===== config.mk =====
export PLATFORM = sky130hd
export DESIGN_NAME = pipe_front_regs_flat
export DESIGN_NICKNAME = d
export VERILOG_FILES = /design/src/rtl/pipe_front_regs_if.sv /design/src/rtl/pipe_front_regs.sv /design/src/flat_wrapper.sv
export SDC_FILE = /design/constraint.sdc
export NUM_CORES = 1
export LEC_CHECK = 0
export BUFFER_PORTS_ARGS = -buffer_cell sky130_fd_sc_hd__buf_2
export CAP_MARGIN = 5
export CELL_PAD_IN_SITES_DETAIL_PLACEMENT = 2
export CELL_PAD_IN_SITES_GLOBAL_PLACEMENT = 2
export CORE_MARGIN = 1.5
export CORE_UTILIZATION = 26
export DETAILED_ROUTE_END_ITERATION = 8
export HOLD_SLACK_MARGIN = 0.02
export PLACE_DENSITY = 0.79
export SLEW_MARGIN = 20
export SYNTH_ARGS = -nofsm -noshare
export SYNTH_HDL_FRONTEND = slang
export SYNTH_SLANG_ARGS = --single-unit

===== constraint.sdc =====
create_clock -name clk -period 9.59 [get_ports clk]
set_input_delay 0.4795 -clock clk [delete_from_list [all_inputs] [get_ports clk]]
set_output_delay 0.4795 -clock clk [all_outputs]
set_load 0.02 [all_outputs]

===== src/rtl/pipe_front_regs_if.sv =====
// Fetch/decode/execute pipeline-register bundle: the hazard controls, the
// operands entering ID, and the registered and forwarded values leaving toward EX.
interface pipe_front_regs_if #(
  parameter int CTRL_W = 12,
  parameter int CNT_W  = 16
);
  // hazard-unit controls
  logic              stallf;
  logic              stalld;
  logic              flushd;
  logic              flushe;
  logic [1:0]        fwae;
  logic [1:0]        fwbe;
  logic [1:0]        pcsrce;
  // datapath inputs
  logic [31:0]       pctargete;
  logic [31:0]       aluresulte;
  logic [31:0]       instrf;
  logic [31:0]       rd1d;
  logic [31:0]       rd2d;
  logic [31:0]       immextd;
  logic [CTRL_W-1:0] ctrld;
  logic [31:0]       resultw;
  logic [31:0]       aluresultm;
  // registered / forwarded outputs
  logic [31:0]       pcf;
  logic [31:0]       instrd;
  logic [31:0]       pcd;
  logic [4:0]        rs1d;
  logic [4:0]        rs2d;
  logic [4:0]        rs1e;
  logic [4:0]        rs2e;
  logic [4:0]        rde;
  logic [31:0]       pce;
  logic [31:0]       pcplus4e;
  logic [31:0]       immexte;
  logic [CTRL_W-1:0] ctrle;
  logic              valide;
  logic [31:0]       srcae;
  logic [31:0]       writedatae;
  logic [CNT_W-1:0]  stall_cnt;
  logic [CNT_W-1:0]  flush_cnt;

  modport master (
    output stallf, stalld, flushd, flushe, fwae, fwbe, pcsrce,
           pctargete, aluresulte, instrf, rd1d, rd2d, immextd, ctrld,
           resultw, aluresultm,
    input  pcf, instrd, pcd, rs1d, rs2d, rs1e, rs2e, rde, pce, pcplus4e,
           immexte, ctrle, valide, srcae, writedatae, stall_cnt, flush_cnt
  );

  modport slave (
    input  stallf, stalld, flushd, flushe, fwae, fwbe, pcsrce,
           pctargete, aluresulte, instrf, rd1d, rd2d, immextd, ctrld,
           resultw, aluresultm,
    output pcf, instrd, pcd, rs1d, rs2d, rs1e, rs2e, rde, pce, pcplus4e,
           immexte, ctrle, valide, srcae, writedatae, stall_cnt, flush_cnt
  );
endinterface


===== src/rtl/pipe_front_regs.sv =====
// PC, IF/ID and ID/EX registers under hazard stall/flush control, one cycle per stage;
// forwarding muxes are combinational. Backpressure is stallf/stalld only; ID/EX never stalls.
module pipe_front_regs #(
  parameter logic [31:0] RESET_PC  = 32'h0000_0000,
  parameter logic [31:0] NOP_INSTR = 32'h0000_0013,
  parameter int          CTRL_W    = 12,
  parameter int          CNT_W     = 16
) (
  input  logic              clk,
  input  logic              rst,
  pipe_front_regs_if.slave  bus
);

  typedef struct packed {
    logic              valid;
    logic [4:0]        rs1;
    logic [4:0]        rs2;
    logic [4:0]        rd;
    logic [31:0]       rd1;
    logic [31:0]       rd2;
    logic [31:0]       imm;
    logic [31:0]       pc;
    logic [31:0]       pcplus4;
    logic [CTRL_W-1:0] ctrl;
  } idex_t;

  localparam logic [1:0] PCSEL_TARGET = 2'b01;
  localparam logic [1:0] PCSEL_JALR   = 2'b10;
  localparam logic [1:0] FWD_WB       = 2'b01;
  localparam logic [1:0] FWD_MEM      = 2'b10;

  logic [31:0]      pcf_q, pcf_d;
  logic [31:0]      instrd_q, instrd_d;
  logic [31:0]      pcd_q, pcd_d;
  idex_t            idex_q, idex_d;
  logic [CNT_W-1:0] stall_cnt_q, stall_cnt_d;
  logic [CNT_W-1:0] flush_cnt_q, flush_cnt_d;
  logic [31:0]      srca, srcb;

  // Redirects come from a resolved branch/jump in EX, so they beat a fetch stall.
  always_comb begin
    pcf_d = pcf_q;
    case (bus.pcsrce)
      PCSEL_TARGET: pcf_d = bus.pctargete;
      PCSEL_JALR:   pcf_d = bus.aluresulte;
      default: begin
        if (!bus.stallf) pcf_d = pcf_q + 32'd4;
      end
    endcase
  end

  always_comb begin
    instrd_d = instrd_q;
    pcd_d    = pcd_q;
    if (bus.flushd) begin
      instrd_d = NOP_INSTR;
      pcd_d    = 32'd0;
    end else if (!bus.stalld) begin
      instrd_d = bus.instrf;
      pcd_d    = pcf_q;
    end
  end

  // ID/EX always advances; a flush turns the slot into an all-zero bubble.
  always_comb begin
    idex_d = '0;
    if (!bus.flushe) begin
      idex_d.valid   = (instrd_q != NOP_INSTR);
      idex_d.rs1     = instrd_q[19:15];
      idex_d.rs2     = instrd_q[24:20];
      idex_d.rd      = instrd_q[11:7];
      idex_d.rd1     = bus.rd1d;
      idex_d.rd2     = bus.rd2d;
      idex_d.imm     = bus.immextd;
      idex_d.pc      = pcd_q;
      idex_d.pcplus4 = pcd_q + 32'd4;
      idex_d.ctrl    = bus.ctrld;
    end
  end

  always_comb begin
    stall_cnt_d = stall_cnt_q;
    flush_cnt_d = flush_cnt_q;
    if (bus.stalld && (stall_cnt_q != '1)) stall_cnt_d = stall_cnt_q + 1'b1;
    if (bus.flushe && (flush_cnt_q != '1)) flush_cnt_d = flush_cnt_q + 1'b1;
  end

  always_ff @(posedge clk or posedge rst) begin
    if (rst) begin
      pcf_q       <= RESET_PC;
      instrd_q    <= NOP_INSTR;
      pcd_q       <= 32'd0;
      idex_q      <= '0;
      stall_cnt_q <= '0;
      flush_cnt_q <= '0;
    end else begin
      pcf_q       <= pcf_d;
      instrd_q    <= instrd_d;
      pcd_q       <= pcd_d;
      idex_q      <= idex_d;
      stall_cnt_q <= stall_cnt_d;
      flush_cnt_q <= flush_cnt_d;
    end
  end

  // Select 11 is unused by the hazard unit and falls back to the register value.
  always_comb begin
    case (bus.fwae)
      FWD_WB:  srca = bus.resultw;
      FWD_MEM: srca = bus.aluresultm;
      default: srca = idex_q.rd1;
    endcase
    case (bus.fwbe)
      FWD_WB:  srcb = bus.resultw;
      FWD_MEM: srcb = bus.aluresultm;
      default: srcb = idex_q.rd2;
    endcase
  end

  assign bus.pcf        = pcf_q;
  assign bus.instrd     = instrd_q;
  assign bus.pcd        = pcd_q;
  assign bus.rs1d       = instrd_q[19:15];
  assign bus.rs2d       = instrd_q[24:20];
  assign bus.rs1e       = idex_q.rs1;
  assign bus.rs2e       = idex_q.rs2;
  assign bus.rde        = idex_q.rd;
  assign bus.pce        = idex_q.pc;
  assign bus.pcplus4e   = idex_q.pcplus4;
  assign bus.immexte    = idex_q.imm;
  assign bus.ctrle      = idex_q.ctrl;
  assign bus.valide     = idex_q.valid;
  assign bus.srcae      = srca;
  assign bus.writedatae = srcb;
  assign bus.stall_cnt  = stall_cnt_q;
  assign bus.flush_cnt  = flush_cnt_q;

endmodule


===== src/flat_wrapper.sv =====
// flat-port wrapper written by rule: the top's interface ports become plain ports
module pipe_front_regs_flat 
#(
  parameter logic [31:0] RESET_PC  = 32'h0000_0000,
  parameter logic [31:0] NOP_INSTR = 32'h0000_0013,
  parameter int          CTRL_W    = 12,
  parameter int          CNT_W     = 16
)
  (clk, rst, bus_stallf, bus_stalld, bus_flushd, bus_flushe, bus_fwae, bus_fwbe, bus_pcsrce, bus_pctargete, bus_aluresulte, bus_instrf, bus_rd1d, bus_rd2d, bus_immextd, bus_ctrld, bus_resultw, bus_aluresultm, bus_pcf, bus_instrd, bus_pcd, bus_rs1d, bus_rs2d, bus_rs1e, bus_rs2e, bus_rde, bus_pce, bus_pcplus4e, bus_immexte, bus_ctrle, bus_valide, bus_srcae, bus_writedatae, bus_stall_cnt, bus_flush_cnt);
  pipe_front_regs_if #(.CTRL_W(CTRL_W), .CNT_W(CNT_W)) bus_i ();
  input  logic clk;
  input  logic rst;
  input wire logic [$bits(bus_i.stallf)-1:0] bus_stallf;
  input wire logic [$bits(bus_i.stalld)-1:0] bus_stalld;
  input wire logic [$bits(bus_i.flushd)-1:0] bus_flushd;
  input wire logic [$bits(bus_i.flushe)-1:0] bus_flushe;
  input wire logic [$bits(bus_i.fwae)-1:0] bus_fwae;
  input wire logic [$bits(bus_i.fwbe)-1:0] bus_fwbe;
  input wire logic [$bits(bus_i.pcsrce)-1:0] bus_pcsrce;
  input wire logic [$bits(bus_i.pctargete)-1:0] bus_pctargete;
  input wire logic [$bits(bus_i.aluresulte)-1:0] bus_aluresulte;
  input wire logic [$bits(bus_i.instrf)-1:0] bus_instrf;
  input wire logic [$bits(bus_i.rd1d)-1:0] bus_rd1d;
  input wire logic [$bits(bus_i.rd2d)-1:0] bus_rd2d;
  input wire logic [$bits(bus_i.immextd)-1:0] bus_immextd;
  input wire logic [$bits(bus_i.ctrld)-1:0] bus_ctrld;
  input wire logic [$bits(bus_i.resultw)-1:0] bus_resultw;
  input wire logic [$bits(bus_i.aluresultm)-1:0] bus_aluresultm;
  output wire logic [$bits(bus_i.pcf)-1:0] bus_pcf;
  output wire logic [$bits(bus_i.instrd)-1:0] bus_instrd;
  output wire logic [$bits(bus_i.pcd)-1:0] bus_pcd;
  output wire logic [$bits(bus_i.rs1d)-1:0] bus_rs1d;
  output wire logic [$bits(bus_i.rs2d)-1:0] bus_rs2d;
  output wire logic [$bits(bus_i.rs1e)-1:0] bus_rs1e;
  output wire logic [$bits(bus_i.rs2e)-1:0] bus_rs2e;
  output wire logic [$bits(bus_i.rde)-1:0] bus_rde;
  output wire logic [$bits(bus_i.pce)-1:0] bus_pce;
  output wire logic [$bits(bus_i.pcplus4e)-1:0] bus_pcplus4e;
  output wire logic [$bits(bus_i.immexte)-1:0] bus_immexte;
  output wire logic [$bits(bus_i.ctrle)-1:0] bus_ctrle;
  output wire logic [$bits(bus_i.valide)-1:0] bus_valide;
  output wire logic [$bits(bus_i.srcae)-1:0] bus_srcae;
  output wire logic [$bits(bus_i.writedatae)-1:0] bus_writedatae;
  output wire logic [$bits(bus_i.stall_cnt)-1:0] bus_stall_cnt;
  output wire logic [$bits(bus_i.flush_cnt)-1:0] bus_flush_cnt;
  assign bus_i.stallf = bus_stallf;
  assign bus_i.stalld = bus_stalld;
  assign bus_i.flushd = bus_flushd;
  assign bus_i.flushe = bus_flushe;
  assign bus_i.fwae = bus_fwae;
  assign bus_i.fwbe = bus_fwbe;
  assign bus_i.pcsrce = bus_pcsrce;
  assign bus_i.pctargete = bus_pctargete;
  assign bus_i.aluresulte = bus_aluresulte;
  assign bus_i.instrf = bus_instrf;
  assign bus_i.rd1d = bus_rd1d;
  assign bus_i.rd2d = bus_rd2d;
  assign bus_i.immextd = bus_immextd;
  assign bus_i.ctrld = bus_ctrld;
  assign bus_i.resultw = bus_resultw;
  assign bus_i.aluresultm = bus_aluresultm;
  assign bus_pcf = bus_i.pcf;
  assign bus_instrd = bus_i.instrd;
  assign bus_pcd = bus_i.pcd;
  assign bus_rs1d = bus_i.rs1d;
  assign bus_rs2d = bus_i.rs2d;
  assign bus_rs1e = bus_i.rs1e;
  assign bus_rs2e = bus_i.rs2e;
  assign bus_rde = bus_i.rde;
  assign bus_pce = bus_i.pce;
  assign bus_pcplus4e = bus_i.pcplus4e;
  assign bus_immexte = bus_i.immexte;
  assign bus_ctrle = bus_i.ctrle;
  assign bus_valide = bus_i.valide;
  assign bus_srcae = bus_i.srcae;
  assign bus_writedatae = bus_i.writedatae;
  assign bus_stall_cnt = bus_i.stall_cnt;
  assign bus_flush_cnt = bus_i.flush_cnt;
  pipe_front_regs #(.RESET_PC(RESET_PC), .NOP_INSTR(NOP_INSTR), .CTRL_W(CTRL_W), .CNT_W(CNT_W)) u_core (.clk(clk), .rst(rst), .bus(bus_i));
endmodule

==> reports/qor.yml <==
synthesis:
  synth_top_cells_by_count: "dfrtp_1, nor2b_1, buf_4"
  synthMuxAreaShare_pct: 5.10
  syn_inst: 1501
  async_flop_share_pct: 100
  synth_edf_count: 0
  synth_nets: 1791
  yosys-top-cells-area: "dfrtp_1, buf_4, nor2b_1, mux2i_1, a22oi_1"
  ys_seq_area_share_pct: 51.6
  avgSynthCellArea_um2: 10.2
  synth_compound_area_share_pct: 12.1
  synth.distinct_cells: 64
  yosys.area_share.simple_pct: 18.8
  synth_most_common_cell: "dfrtp_1"
  syn-cell-area_um2: 15200
  yosysWarnings: 0
  synth-seq-cells: 314
  synth_top_family_by_area: "simple AND/OR/NAND/NOR gates"
  yosysTopAreaCell: "dfrtp_1"
  synth_top_area_share_pct: 51.1
  yosys.area_share.adder_pct: 0.821
  ys_dominant_reg_cell: "dfrtp_1"
  synthXorXnorAreaFrac_pct: 2.07
timing:
  hold_viol: 0
  finalClockSkew_ns: 0.0168
  report.final.slew_viol_count: 0
  finalSetupTns_ns: 0
  finalCritPeriodShare_pct: 28.9
  max_freq_mhz: 360
  rsz0062_at_grt: "false"
  max_slew_margin_pct: 27.9
  final.setup.worst_slack_ns: 6.82
  worstMarginPinSlew_ns: 1.08
  setup_viol: 0
  fin_crit_ns: 2.77
critical_path:
  cp_common_cell: "buf_2"
  worstPathRequired_ns: 9.11
  r2r_slack_ns: 7.16
  worst-setup-path-type: "input pin to output pin"
  startpoint_type: "input pin"
  r2r_start: "u_core.bus.pcf[5]"
  cp_max_fo: 64
  reg2reg_depth: 4
  cp_cell_sequence: "buf_2 > inv_1 > ha_2 > o21ai_0 > buf_2"
  crit_slowest_cell: "ha_2"
  endpoint_kind: "output pin"
  worst_path_largest_cell_delay_ns: 1.04
  timing.rr.end: "u_core.bus.pcf[26]"
  cp_data_arrival_time_ns: 2.30
global_route:
  grt_pass1_vias: 14600
  grtUsageTotal_pct: 22.1
  grt_max_degree: 121
  gr-total-overflow: 0
  antenna_found_initial: 11
  grt_pass1_wl_um: 98700
cts:
  cts_setup_buffers: 0
  path_clk_slew_ns: 0.06
  root_buffer: "clkbuf_16"
  cts_sinks: 314
  htreeDepth: 2
  cts_buffers: 39
  cts.hold.buffers_added: 0
  clockBufferDepth: 3
  cts_tree: "built"
  cts-resized-gates: 0
  clock_latency_ns: 0.55
route:
  wire_per_inst_um: 25.2
  route.detailed.drc: 0
  antenna_left: 0
  wl_met3_um: 5270
  viasPerCell: 4.95
  via_count: 13500
  top_layer: "met5"
  drtPass1Iterations: 4
  wirelength_um: 68600
  wl_met2_um: 35000
  wl_met1_um: 24700
  drt_iter0_markers: 591
placed_design:
  portBuffers: 605
  place.gp.congestion: 0.999
  pre_cts_ws_ns: 6.42
  hpwl_um: 51900
floorplanning:
  die_x_um: 245
  row_count: 88
  die_height_um: 245
  start_util_pct: 26.4
  dieArea_um2: 60100
  core_um2: 57800
  io_pins: 606
final_layout:
  drive_gt1_share_pct: 36.3
  ff_latch_area_um2: 7860
  n_fill_cell: 6379
  multiInputGateArea_um2: 5950
  nets: 2217
  area_growth_syn_to_layout_pct: 26.6
power_and_ir_drop:
  vdd_ir_drop_max_mv: 0.0967
  totalPowerFinal_mw: 3.97
  power.leakage_nw: 9.63
  pwr_density_cell_nw_per_um2: 206
outcome:
  status: "complete, no violations"
flow_run:
  cap_violations: 0
min_path:
  min_path_type: "input pin to asynchronous set/reset pin"
area by class of cell:
cell class | count | share of cell area [%]
Inverter | 18 | 0.389
Timing Repair Buffer | 616 | 16.2
Antenna cell | 6 | 0.0778
Clock buffer | 58 | 6.06
Clock inverter | 11 | 0.713
Tap cell | 765 | 4.96
Sequential cell | 314 | 40.8
Multi-Input combinational cell | 938 | 30.9
cells by family after synthesis:
family,count (synthesis)
simple gates,543
compound gates,273
buf+inv,249
flops,314
xor+xnor,36
mux,76
fa+ha+maj,10
report_power, final:
part | internal, mW | switching [mW] | total [mW]
combinational | 0.284 | 0.547 | 0.831
clock | 0.924 | 0.595 | 1.52
sequential | 1.45 | 0.176 | 1.62
total | 2.65 | 1.32 | 3.97
how the worst max path moves through the flow:
| stage | startpoint | to | slack (ns) |
|---|---|---|---|
| after detailed placement | rst | u_core.bus.pcd[25] | 6.42 |
| final | bus_fwbe[0] | bus_writedatae[25] | 6.82 |
| after global placement | rst | u_core.bus.pcd[25] | 6.53 |
| after floorplan | rst | u_core.bus.ctrle[0] | 0.43 |
| after global routing | bus_fwbe[0] | bus_writedatae[2] | 6.73 |
| after CTS | bus_fwae[0] | bus_srcae[27] | 6.77 |
metrics by stage:
| stage | utilization, % | hold WS, ns | cell area, µm² | instances |
|---|---|---|---|---|
| 4_1_cts | 33.3 | 0.102 | 19300 | 2720 |
| 2_1_floorplan | - | 0.594 | 15200 | 1501 |
| 3_5_place_dp | 31.1 | 0.490 | 17900 | 2651 |
| 6_report | 33.4 | 0.0839 | 19300 | 2726 |
| 5_1_grt | 33.4 | 0.119 | 19300 | 2721 |
| 3_3_place_gp | 31.1 | 0.483 | 17900 | 2651 |
layer usage:
metal / vias up / track usage, %
li1: 5967 / -
met3: 128 / 6.64
met2: 487 / 39.5
met5: - / 0
met4: 8 / 11.4
met1: 6904 / 23.4
sequential cells by signal, indices dropped and copies added (netlist names):
| signal | flops |
|---|---|
| u_core.bus.pcplus4e | 30 |
| u_core.bus.valide | 1 |
| u_core.bus.rde | 5 |
| u_core.bus.stall_cnt | 16 |
| u_core.bus.immexte | 32 |
| u_core.bus.pcd | 32 |
| u_core.bus.rs1e | 5 |
| u_core.bus.flush_cnt | 16 |
| u_core.bus.rs2e | 5 |
| u_core.idex_q | 64 |
| u_core.bus.pcf | 32 |
| u_core.bus.pce | 32 |
| u_core.bus.ctrle | 12 |
| u_core.bus.instrd | 32 |
worst max-delay path: cells and delay by family:
| family | cells | cell delay (ns) |
|---|---|---|
| fa+ha+maj | 1 | 1.04 |
| buf+inv | 3 | 0.39 |
| compound gates | 1 | 0.36 |
placed cells by master (no fill, tap or decap), types with 6 or more instances in the layout:
cell type  count
clkbuf_16     41
nand4_1       29
o211ai_1       7
nor3_1        23
or3_1         13
mux2i_1       63
and3_1        11
a221oi_1      15
nor2_1       123
ha_1           6
xor2_1        15
clkbuf_1       9
buf_2        603
a22oi_1       74
and4_1        12
buf_4         11
clkbuf_8       8
nand2_1      103
dfrtp_1      311
o21ai_0       83
xnor2_1       21
a21oi_1       37
diode_2        6
nor2b_1      154
a221o_1        6
mux2_2        13
clkinv_2       6
nand3_1       35
inv_1         17
nor4_1        16
No activity file was read; power rests on OpenSTA's default activity.
